`src/rtl/banked_mem_arbiter.sv`:
```
// Multi-requester to multi-bank memory arbiter: one IDLE/ISSUE/WAIT controller per bank,
// round-robin grant among idle requesters, timeout error response if a bank never completes.
module banked_mem_arbiter #(
  parameter int N_REQ   = 3,
  parameter int N_BANK  = 2,
  parameter int ADDR_W  = 16,
  parameter int DATA_W  = 16,
  parameter int TIMEOUT = 64
) (
  input  logic                           clk,
  input  logic                           resetN,
  input  logic [N_REQ-1:0]               req_valid,
  input  logic [N_REQ-1:0]               req_we,
  input  logic [N_REQ-1:0][ADDR_W-1:0]   req_addr,
  input  logic [N_REQ-1:0][DATA_W-1:0]   req_wdata,
  output logic [N_REQ-1:0]               req_ready,
  output logic [N_REQ-1:0]               rsp_valid,
  output logic [N_REQ-1:0]               rsp_err,
  output logic [N_REQ-1:0][DATA_W-1:0]   rsp_rdata,
  output logic [N_BANK-1:0]              bank_valid,
  output logic [N_BANK-1:0]              bank_we,
  output logic [N_BANK-1:0][ADDR_W-1:0]  bank_addr,
  output logic [N_BANK-1:0][DATA_W-1:0]  bank_wdata,
  input  logic [N_BANK-1:0]              bank_ready,
  input  logic [N_BANK-1:0]              bank_rsp_valid,
  input  logic [N_BANK-1:0][DATA_W-1:0]  bank_rdata
);

  localparam int RW = (N_REQ > 1) ? $clog2(N_REQ) : 1;
  localparam int BW = (N_BANK > 1) ? $clog2(N_BANK) : 1;
  localparam int CW = $clog2(TIMEOUT);

  typedef enum logic [1:0] {IDLE, ISSUE, WAIT} state_t;

  state_t            state  [N_BANK];
  logic [RW-1:0]     rr_ptr [N_BANK];
  logic [RW-1:0]     owner  [N_BANK];
  logic [CW-1:0]     cnt    [N_BANK];
  logic [RW-1:0]     gnt_idx[N_BANK];
  logic [N_BANK-1:0] gnt_vld;
  logic [N_REQ-1:0]  busy;
  logic [N_REQ-1:0]  eligible;

  function automatic int bank_of(input logic [BW-1:0] a);
    return int'(a) & (N_BANK - 1);
  endfunction

  // A requester whose response is on the bus this cycle may already be granted again.
  assign eligible = req_valid & (~busy | rsp_valid);

  always_comb begin
    int r;
    r         = 0;
    gnt_vld   = '0;
    req_ready = '0;
    for (int b = 0; b < N_BANK; b++) begin
      gnt_idx[b] = '0;
      if (state[b] == IDLE) begin
        for (int k = 0; k < N_REQ; k++) begin
          r = (int'(rr_ptr[b]) + k) % N_REQ;
          if (!gnt_vld[b] && eligible[r] && bank_of(req_addr[r][BW-1:0]) == b) begin
            gnt_vld[b] = 1'b1;
            gnt_idx[b] = RW'(r);
          end
        end
      end
      if (gnt_vld[b]) req_ready[gnt_idx[b]] = resetN;
    end
  end

  always_ff @(posedge clk or negedge resetN) begin
    if (!resetN) begin
      for (int b = 0; b < N_BANK; b++) begin
        state[b]  <= IDLE;
        rr_ptr[b] <= '0;
        owner[b]  <= '0;
        cnt[b]    <= '0;
      end
      busy       <= '0;
      bank_valid <= '0;
      bank_we    <= '0;
      bank_addr  <= '0;
      bank_wdata <= '0;
      rsp_valid  <= '0;
      rsp_err    <= '0;
      rsp_rdata  <= '0;
    end else begin
      rsp_valid <= '0;
      rsp_err   <= '0;
      rsp_rdata <= '0;
      busy      <= (busy & ~rsp_valid) | req_ready;
      for (int b = 0; b < N_BANK; b++) begin
        unique case (state[b])
          IDLE: begin
            if (gnt_vld[b]) begin
              owner[b]      <= gnt_idx[b];
              bank_we[b]    <= req_we[gnt_idx[b]];
              bank_addr[b]  <= req_addr[gnt_idx[b]];
              bank_wdata[b] <= req_wdata[gnt_idx[b]];
              bank_valid[b] <= 1'b1;
              rr_ptr[b]     <= (int'(gnt_idx[b]) == N_REQ - 1) ? '0 : gnt_idx[b] + 1'b1;
              state[b]      <= ISSUE;
            end
          end
          ISSUE: begin
            if (bank_ready[b]) begin
              bank_valid[b] <= 1'b0;
              cnt[b]        <= '0;
              state[b]      <= WAIT;
            end
          end
          WAIT: begin
            // A completion arriving on the last allowed cycle still beats the timeout.
            if (bank_rsp_valid[b]) begin
              rsp_valid[owner[b]] <= 1'b1;
              rsp_rdata[owner[b]] <= bank_we[b] ? '0 : bank_rdata[b];
              state[b]            <= IDLE;
            end else if (cnt[b] == CW'(TIMEOUT - 1)) begin
              rsp_valid[owner[b]] <= 1'b1;
              rsp_err[owner[b]]   <= 1'b1;
              state[b]            <= IDLE;
            end else begin
              cnt[b] <= cnt[b] + 1'b1;
            end
          end
          default: state[b] <= IDLE;
        endcase
      end
    end
  end

endmodule

```
`config.mk`:
```
export PLATFORM = sky130hd
export DESIGN_NAME = banked_mem_arbiter
export DESIGN_NICKNAME = d
export VERILOG_FILES = /design/src/rtl/banked_mem_arbiter.sv
export SDC_FILE = /design/constraint.sdc
export NUM_CORES = 1
export LEC_CHECK = 0
export CAP_MARGIN = 5
export CORE_ASPECT_RATIO = 0.6
export CORE_MARGIN = 2
export CORE_UTILIZATION = 40
export DETAILED_ROUTE_END_ITERATION = 6
export PLACE_DENSITY = 0.75
export SLEW_MARGIN = 15
export SYNTH_ARGS = -nofsm -noshare
export SYNTH_HDL_FRONTEND = slang
export SYNTH_SLANG_ARGS = --single-unit
```
`constraint.sdc`:
```
create_clock -name clk -period 6.8 [get_ports clk]
set_input_delay 0.68 -clock clk [delete_from_list [all_inputs] [get_ports clk]]
set_output_delay 0.68 -clock clk [all_outputs]
set_load 0.01 [all_outputs]
```
==> impl_metrics.yaml <==
sta:
  setup_viol: 0
  relSlewSlack_pct: 22.0
  hold_viol: 0
  final.setup.tns_ns: 0
  rsz0062_at_grt: "false"
  period_share_pct: 68.7
  fin_worst_skew_ns: 0.0134
  worstMarginPinSlew_ns: 1.17
  maxSlewViolCount: 0
  worst_slack_ns: 2.13
  fin_crit_ns: 4.67
  max_clock_freq_mhz: 214
cts:
  root_buffer: "clkbuf_16"
  clk_latency_ns: 0.42
  cts_setup_buffers: 0
  numCtsBuffers: 17
  cts.clk_slew.worst_paths_ns: 0.07
  cts_sinks: 149
  cts_tree: "done"
  cts_max_path_buffers: 2
  postCtsResizedCells: 0
  cts-hold-fix-buffers: 0
  ctsHtreeMaxLevel: 4
global_routing:
  use_met2_pct: 38.4
  grt_start_max_net_pins: 69
  top_usage_layer: "met2"
  grt_pass1_vias: 7449
  use_met3_pct: 6.52
  grt-ovfl-total: 0
  grtUsageTotal_pct: 25.6
  grt_pass1_wl_um: 41700
  antenna_found_initial: 0
  grtUsageMet1_pct: 37.9
cells_and_area:
  insertedDiodeCount: 0
  final_cell_area_mm2: 0.0112
  layout.nets: 1179
  seq_area_mm2: 0.00373
  multi_input_area_mm2: 0.00367
  syn_to_final_growth_pct: 43.3
  final_core_utilization_pct: 58.6
  fillers: 1609
  layout_common_cells: "clkdlybuf4s50_1, dfrtp_1, nand2_1"
  drive_above_1_share_pct: 6.41
  final_common_cell: "clkdlybuf4s50_1"
route:
  drc: 0
  dr_total_vias: 7561
  drt-total-wl_um: 26400
  drtPass1Iterations: 5
  via_per_inst: 5.77
  ant_nets: 0
  drt_iter0_drc: 697
  avgRoutedWirePerCell_um: 20.1
logic_synthesis:
  synth_seq_cells: 149
  synth_edf_count: 0
  synth.net_count: 953
  synthArstFlopShare_pct: 100
  synth_seq_area_share_pct: 47.8
  syn_area_mm2: 0.00781
  synth.avg_cell_area_um2: 9.69
  syn_inst: 806
  synth_flop_cell: "dfrtp_1"
  yosys_warnings: 0
  synth_cell_type_count: 59
setup_path:
  worst-setup-path-type: "in -> out"
  end_kind: "output pin"
  cp_max_fo: 68
  critPathLaunchType: "primary input"
  arrival_ns: 3.99
  required_ns: 6.12
pwr:
  p_leak_nw: 4.79
  vdd_ir_drop_max_v: 0.000218
  power.density_mw_per_mm2: 398
floorplanning:
  initial_core_util_pct: 40.9
  die-area_mm2: 0.0207
  placementRows: 39
  core_mm2: 0.0191
  fp.dieH_um: 112
  die_w_um: 184
  ioPinCount: 265
placed_design:
  gp_congestion: 0.833
  post_dp_cell_area_mm2: 0.0106
  port_buffers: 264
  post-place-ws_ns: 2.14
  dpl.hpwl_um: 17900
hold_path:
  hp-class: "in -> async"
job:
  maxCapViolCount: 0
outcome:
  outcome: "completed"
==> worst paths after layout <==
kind | from | endpoint | slack, ns | cells after the start
max in group asynchronous | resetN | bank_wdata[7] | 5.24 | 2
worst max register to register | rr_ptr[2] | bank_wdata[0] | 3.43 | 8
worst min-delay path | resetN | rsp_rdata[9] | 0.22 | 1
min in group clk | bank_addr[16] | bank_addr[16] | 0.48 | 1
worst min register to register | bank_addr[16] | bank_addr[16] | 0.48 | 1
worst max-delay path | req_valid[1] | req_ready[1] | 2.13 | 8
==> stage by stage <==
step	total power [W]	cells	hold WS, ns
2_1_floorplan	0.00257	806	0.384
3_3_place_gp	0.00341	1279	0.457
3_5_place_dp	0.00346	1279	0.455
4_1_cts	0.00447	1311	0.236
5_1_grt	0.00472	1311	0.254
6_report	0.00445	1311	0.218
==> report_power, final <==
part           internal (W)  switching [W]
clock              0.000559       0.000430
sequential          0.00117       0.000229
combinational      0.000984        0.00108
total               0.00271        0.00174
==> cells in the mapped netlist (3+ instances only) <==
cell      number  share of area [%]
nand4_1        4               0.32
a21o_1         4               0.38
o31ai_1       35                3.4
o221ai_2       6                1.2
a211o_1        3               0.34
buf_6          7                1.0
ha_1           7                1.1
and2_1         5               0.40
xor2_1         4               0.45
a21oi_1        3               0.19
o221ai_1      26                2.9
or3_1          3               0.24
nand2b_1      33                2.6
buf_2          6               0.38
a221o_1       32                4.1
a21boi_0      34                3.3
and3_1        34                2.7
o21ai_0       13               0.83
clkbuf_1      54                2.6
dfrtp_1      149                 48
nand2_1      127                6.1
nor2b_1        5               0.40
nor2_1        38                1.8
or2_2          3               0.24
o32ai_1       18                2.0
a22o_1        32                3.6
xnor2_1        3               0.34
inv_1         33                1.6
o21a_1         3               0.29
nand3_1        8               0.51
o22ai_1       36                2.9
nor3_1         8               0.51
==> cells by family after synthesis <==
kind of cell | after synthesis | share of synthesized area, %
AO/OA/AOI/OAI | 260 | 27.2
XOR/XNOR | 7 | 0.785
adder cells (fa/ha/maj) | 9 | 1.39
buffers and inverters | 101 | 5.62
flip-flops | 149 | 47.8
multiplexers | 1 | 0.144
AND/OR/NAND/NOR | 279 | 17.1
==> sequential cells by signal, summed over array words and instances, names as in the netlist <==
name and flops:
rsp_rdata 48, bank_addr 32, bank_wdata 32, cnt 12, owner 4, rr_ptr 4, state 4, busy 3
rsp_err 3, rsp_valid 3, bank_valid 2, bank_we 2
==> worst max-delay path, stage by stage <==
cell and delay (ns):
clkdlybuf4s50_1 0.46, or2b_1 0.31, o311ai_0 0.35, a211o_2 0.83, nand2_1 0.23, o31ai_1 0.38, and2_1 0.21, clkdlybuf4s50_1 0.54
==> layer usage <==
layer,wire length (µm),vias up
li1,-,3450
met1,12100,3693
met2,11600,398
met3,2550,20
met4,153,0
met5,0,-
==> area by class of cell <==
| type | count | share of cell area, % |
|---|---|---|
| Inverter | 33 | 1.11 |
| Tap cell | 266 | 2.97 |
| Timing Repair Buffer | 275 | 24.4 |
| Clock buffer | 17 | 3.80 |
| Clock inverter | 15 | 1.60 |
| Sequential cell | 149 | 33.3 |
| Multi-Input combinational cell | 556 | 32.8 |
No activity file was read; power rests on OpenSTA's default activity.
